$ cat src/rtl/arb_pkg.sv
// Grant-FSM states and starvation counter width for the fetch/data RAM arbiter.
package arb_pkg;
    localparam int STARVE_W = 4;

    typedef enum logic [1:0] {
        IDLE    = 2'd0,
        SERVE_I = 2'd1,
        SERVE_D = 2'd2
    } arb_state_t;
endpackage

$ cat src/rtl/cpu_types_pkg.sv
// Shared CPU word and RAM status types used by the memory-side blocks.
package cpu_types_pkg;
    localparam int WORD_W = 32;

    typedef logic [WORD_W-1:0] word_t;

    typedef enum logic [1:0] {
        FREE   = 2'd0,
        BUSY   = 2'd1,
        ACCESS = 2'd2,
        ERROR  = 2'd3
    } ramstate_t;
endpackage

$ cat src/rtl/arb_perf_cnt.sv
// Grant and stall counters for the RAM arbiter; compiled only with ARB_PERF_CNT_EN.
`ifdef ARB_PERF_CNT_EN
module arb_perf_cnt (
    input  logic        clk,
    input  logic        rst_n,
    input  logic        i_done,
    input  logic        d_done,
    input  logic        stall,
    output logic [31:0] i_grant_cnt,
    output logic [31:0] d_grant_cnt,
    output logic [31:0] stall_cnt
);
    // All three wrap naturally at 2^32.
    always_ff @(posedge clk or negedge rst_n) begin
        if (!rst_n) begin
            i_grant_cnt <= '0;
            d_grant_cnt <= '0;
            stall_cnt   <= '0;
        end else begin
            if (i_done) i_grant_cnt <= i_grant_cnt + 32'd1;
            if (d_done) d_grant_cnt <= d_grant_cnt + 32'd1;
            if (stall)  stall_cnt   <= stall_cnt + 32'd1;
        end
    end
endmodule
`endif

$ cat src/rtl/pipeline_mem_arbiter.sv
// Single-port RAM arbiter between IF fetch and MEM data ports, data-priority with fetch anti-starvation.
// Optional ARB_PERF_CNT_EN adds grant/stall performance counters.
module pipeline_mem_arbiter
    import cpu_types_pkg::*;
    import arb_pkg::*;
#(
    parameter int I_STARVE_LIMIT = 4,
    parameter int ADDR_W         = 32
) (
    input  logic              CLK,
    input  logic              nRST,
    input  logic              iREN,
    input  logic [ADDR_W-1:0] iaddr,
    output logic              ihit,
    output logic [ADDR_W-1:0] iload,
    input  logic              dREN,
    input  logic              dWEN,
    input  logic [ADDR_W-1:0] daddr,
    input  logic [ADDR_W-1:0] dstore,
    output logic              dhit,
    output logic [ADDR_W-1:0] dload,
    output logic              ramREN,
    output logic              ramWEN,
    output logic [ADDR_W-1:0] ramaddr,
    output logic [ADDR_W-1:0] ramstore,
    input  logic [ADDR_W-1:0] ramload,
    input  ramstate_t         ramstate
`ifdef ARB_PERF_CNT_EN
    ,
    output logic [31:0]       i_grant_cnt,
    output logic [31:0]       d_grant_cnt,
    output logic [31:0]       stall_cnt
`endif
);
    localparam logic [STARVE_W-1:0] LIMIT = STARVE_W'(I_STARVE_LIMIT);

    arb_state_t          state, next_state;
    logic [STARVE_W-1:0] starve_cnt;
    logic                dreq, i_done, d_done, i_forced;

    assign dreq     = dREN | dWEN;
    // A completion needs the request still present; a dropped request is an abort.
    assign i_done   = (state == SERVE_I) && iREN && (ramstate == ACCESS);
    assign d_done   = (state == SERVE_D) && dreq && (ramstate == ACCESS);
    assign i_forced = iREN && (starve_cnt == LIMIT);

    assign ihit  = i_done;
    assign dhit  = d_done;
    assign iload = i_done ? ramload : '0;
    assign dload = (d_done && !dWEN) ? ramload : '0;

    always_comb begin
        ramREN   = 1'b0;
        ramWEN   = 1'b0;
        ramaddr  = '0;
        ramstore = '0;
        case (state)
            SERVE_I: begin
                if (iREN) begin
                    ramREN  = 1'b1;
                    ramaddr = iaddr;
                end
            end
            SERVE_D: begin
                if (dWEN) begin
                    ramWEN   = 1'b1;
                    ramaddr  = daddr;
                    ramstore = dstore;
                end else if (dREN) begin
                    ramREN  = 1'b1;
                    ramaddr = daddr;
                end
            end
            default: ;
        endcase
    end

    // On completion the finished requester is masked, so the other one follows with no bubble.
    always_comb begin
        next_state = state;
        case (state)
            IDLE: begin
                if (dreq && !i_forced) next_state = SERVE_D;
                else if (iREN)         next_state = SERVE_I;
                else                   next_state = IDLE;
            end
            SERVE_I: begin
                if (!iREN)       next_state = IDLE;
                else if (i_done) next_state = dreq ? SERVE_D : IDLE;
            end
            SERVE_D: begin
                if (!dreq)       next_state = IDLE;
                else if (d_done) next_state = iREN ? SERVE_I : IDLE;
            end
            default: next_state = IDLE;
        endcase
    end

    always_ff @(posedge CLK or negedge nRST) begin
        if (!nRST) begin
            state      <= IDLE;
            starve_cnt <= '0;
        end else begin
            state <= next_state;
            if (!iREN || i_done)
                starve_cnt <= '0;
            else if (d_done && starve_cnt != LIMIT)
                starve_cnt <= starve_cnt + 1'b1;
        end
    end

`ifdef ARB_PERF_CNT_EN
    arb_perf_cnt u_perf (
        .clk         (CLK),
        .rst_n       (nRST),
        .i_done      (i_done),
        .d_done      (d_done),
        .stall       ((iREN | dreq) && !i_done && !d_done),
        .i_grant_cnt (i_grant_cnt),
        .d_grant_cnt (d_grant_cnt),
        .stall_cnt   (stall_cnt)
    );
`endif
endmodule

$ cat config.mk
export PLATFORM = sky130hd
export DESIGN_NAME = pipeline_mem_arbiter
export DESIGN_NICKNAME = d
export VERILOG_FILES = /design/src/rtl/arb_pkg.sv /design/src/rtl/cpu_types_pkg.sv /design/src/rtl/arb_perf_cnt.sv /design/src/rtl/pipeline_mem_arbiter.sv
export SDC_FILE = /design/constraint.sdc
export NUM_CORES = 1
export LEC_CHECK = 0
export ABC_AREA = 1
export BUFFER_PORTS_ARGS = -buffer_cell sky130_fd_sc_hd__clkbuf_2
export CORE_AREA = 5 5 100 102
export DETAILED_ROUTE_END_ITERATION = 10
export DIE_AREA = 0 0 105 107
export PLACE_DENSITY = 0.65
export SETUP_SLACK_MARGIN = 0.02
export SYNTH_ARGS = -nofsm -noshare
export SYNTH_HDL_FRONTEND = slang
export SYNTH_HIERARCHICAL = 1
export SYNTH_SLANG_ARGS = --single-unit
$ cat constraint.sdc
create_clock -name CLK -period 3.2 [get_ports CLK]
set_clock_uncertainty 0.2 [all_clocks]
set_input_delay 0.64 -clock CLK [delete_from_list [all_inputs] [get_ports CLK]]
set_output_delay 0.64 -clock CLK [all_outputs]
set_load 0.05 [all_outputs]
==> results.cfg <==
[layout]
num_antenna_cells = 0
area_growth_pct = 92.3
layout-drive-gt1-share_pct = 48.3
fill_cells = 1024
fin_nets = 752

[detailed_routing]
ant_nets = 0
drcViolationCount = 0
routedWlPerCell_um = 12.2
vias_per_cell = 4.14
vias = 2980
drt_first_iter_violations = 102
wirelength_um = 8780
dr.pass1.iters = 6

[sta]
rsz0062_at_grt = false
post-route-min-period_ps = 2840
worstMarginPinSlew_ps = 531
hold_viol = 0
setup_viol = 0
slew_headroom_pct = 64.6
fin_crit_sh_pct = 88.7
finalHoldWorstSlack_ps = 36.3
setup_tns_ps = 0
slew_violations = 0
fmax_ghz = 0.352

[place]
port_buffers = 266
place_hpwl_um = 7670
gp_congestion = 0.825

[synthesis]
synth-simple-area-share_pct = 51.9
ys_seq_area_share_pct = 8.53
ys.warnings.count = 6
synthMuxAreaShare_pct = 0
avgSynthCellArea_um2 = 4.92
syn-cell-area_um2 = 1760
yosysUniqueCellTypes = 19
synth_compound_area_share_pct = 9.38
synth_top_family_by_area = simple AND/OR/NAND/NOR gates
syn_inst = 358
synth_fp_nets = 499
synth_xor_area_share_pct = 0.498
synth_fa_ha_area_share_pct = 4.26
synth_edf_count = 0
ys_ff_latch = 6
synth_async_sr_flop_share_pct = 100
ys.flop_type = dfrtp_1

[pwr]
power_density_nw_per_um2 = 573
p_leak_nw = 2.23
ir_drop_v = 0.000360

[critical_path]
crit_path_max_incr_delay_ps = 410
cp.required_ps = 2360
worst-endpoint-arrival_ps = 2000
path_max_fanout = 32
r2r_slack_ps = 1320
slowest_stage = dfrtp_1
end_kind = output port
crit_top_cell = inv_1
path_class = reg -> out
path_cells = inv_1 -> ha_1 -> nand2_2 -> inv_1 -> buf_4 -> nand2_1 -> a21oi_1 -> clkbuf_2
start_kind = flip-flop

[clocking]
cts.sinks = 6
cts_root_buf = clkbuf_8
cts_made_buffers = 3
tritoncts = done
clock_latency_ps = 220
post_cts_buffers = 0
hold_buffers = 0
htreeDepth = 1
cts_resized = 0
clk_path_buf_depth = 2
path_clk_slew_ps = 40

[global_route]
antenna_found_initial = 1
grt_pass1_vias = 2865
grt_pass1_wl_um = 13600
grtUsageTotal_pct = 14.3
grt_max_degree = 38
overflow = 0

[floorplanning]
start_util_pct = 19.5
std_cell_rows = 35
chipWidth_um = 105
coreArea_um2 = 9020
io_pins = 267
dieArea_um2 = 11200
die_h_um = 107

[status]
outcome = finished clean

[run]
maxCapViolCount = 0

[min_path]
hold_path.class = in -> async
==> worst max-delay path: cells and delay by family, from the launching register on <==
kind	cells	cell delay [ps]
AOI/OAI and AO/OA	1	160
buffers and inverters	4	750
DFF	1	410
adders and majority gates	1	200
and+or+nand+nor	2	250
==> cell families after synthesis <==
| kind of cell | count (synthesis) |
|---|---|
| simple gates | 210 |
| fa+ha+maj | 6 |
| xor+xnor | 1 |
| compound gates | 33 |
| buf+inv | 102 |
| flops | 6 |
==> stage by stage <==
| stage | cell area [um^2] | utilization, % | worst slack [ps] | power (mW) | cells |
|---|---|---|---|---|---|
| final | 3380 | 37.5 | 361 | 1.94 | 720 |
| after global routing | 3380 | 37.5 | 204 | 2.08 | 720 |
| after CTS | 3380 | 37.5 | 333 | 1.97 | 720 |
| after detailed placement | 3340 | 37.1 | 469 | 1.85 | 717 |
| after global placement | 3340 | 37.1 | 448 | 1.85 | 717 |
| after floorplan | 1760 | - | 227 | 1.39 | 358 |
==> synthesized netlist by cell type (2+ instances only) <==
master    number  share of area [%]
buf_6          3                1.9
buf_1          2               0.43
nand4_1        5                1.8
nor2_4         2                1.3
dfrtp_1        6                8.5
nand2_2        3                1.1
nand3_1       44                 13
inv_1         76                 16
a21oi_1       33                9.4
ha_1           6                4.3
nand2_1       56                 12
nor2_2        11                3.9
buf_2          7                2.0
inv_2          2               0.43
nor2_1        88                 19
buf_4          9                3.8
clkbuf_1       3               0.64
==> power by group <==
part / total [mW] / internal [mW] / switching [mW]
logic: 1.72 / 0.420 / 1.30
registers: 0.109 / 0.0908 / 0.0184
clock network: 0.111 / 0.0806 / 0.0305
total: 1.94 / 0.591 / 1.35
==> area by class of cell <==
class | count | area, um^2 | share of cell area [%]
clock buffers | 3 | 41.3 | 1.22
flip-flops and latches | 6 | 150 | 4.44
multi-input cells | 250 | 1160 | 34.3
repair buffers | 272 | 1600 | 47.2
well taps | 111 | 139 | 4.10
inverters | 78 | 293 | 8.65
==> routing by layer <==
metal / up-vias / GRT usage [%] / part of all wire, %
li1: 1565 / - / -
met1: 1241 / 16.4 / 39
met2: 166 / 26.8 / 50
met3: 6 / 4.58 / 11
met4: 2 / 1.00 / 0.40
met5: - / 0 / 0.15
==> layout by cell type (no fill, tap or decap) <==
cell | netlist | routed
inv_2 | 2 | 2
buf_4 | 9 | 5
inv_1 | 76 | 76
ha_1 | 6 | 6
buf_12 | 0 | 15
a21oi_1 | 33 | 33
xor2_1 | 1 | 1
nor2_2 | 11 | 11
nand2_2 | 3 | 3
nand4_1 | 5 | 5
nand2_1 | 56 | 56
nor2_4 | 2 | 2
dfrtp_1 | 6 | 6
nand3_1 | 44 | 44
nor2_1 | 88 | 88
nand2_4 | 1 | 1
clkbuf_8 | 0 | 3
clkbuf_2 | 0 | 252
==> flip-flops by register name, summed over array words and instances, names as in the netlist <==
register    cells
starve_cnt      4
state           2
==> worst paths after layout <==
check	startpoint	to	cells after the start
min in group CLK	state[1]	state[1]	2
max in group asynchronous	nRST	state[1]	1
setup reg to reg	state[1]	starve_cnt[3]	9
hold reg to reg	state[1]	state[1]	2
setup / recovery	state[1]	ramaddr[22]	8
hold / removal	nRST	starve_cnt[3]	1
Power figures use the tool's default switching activity.
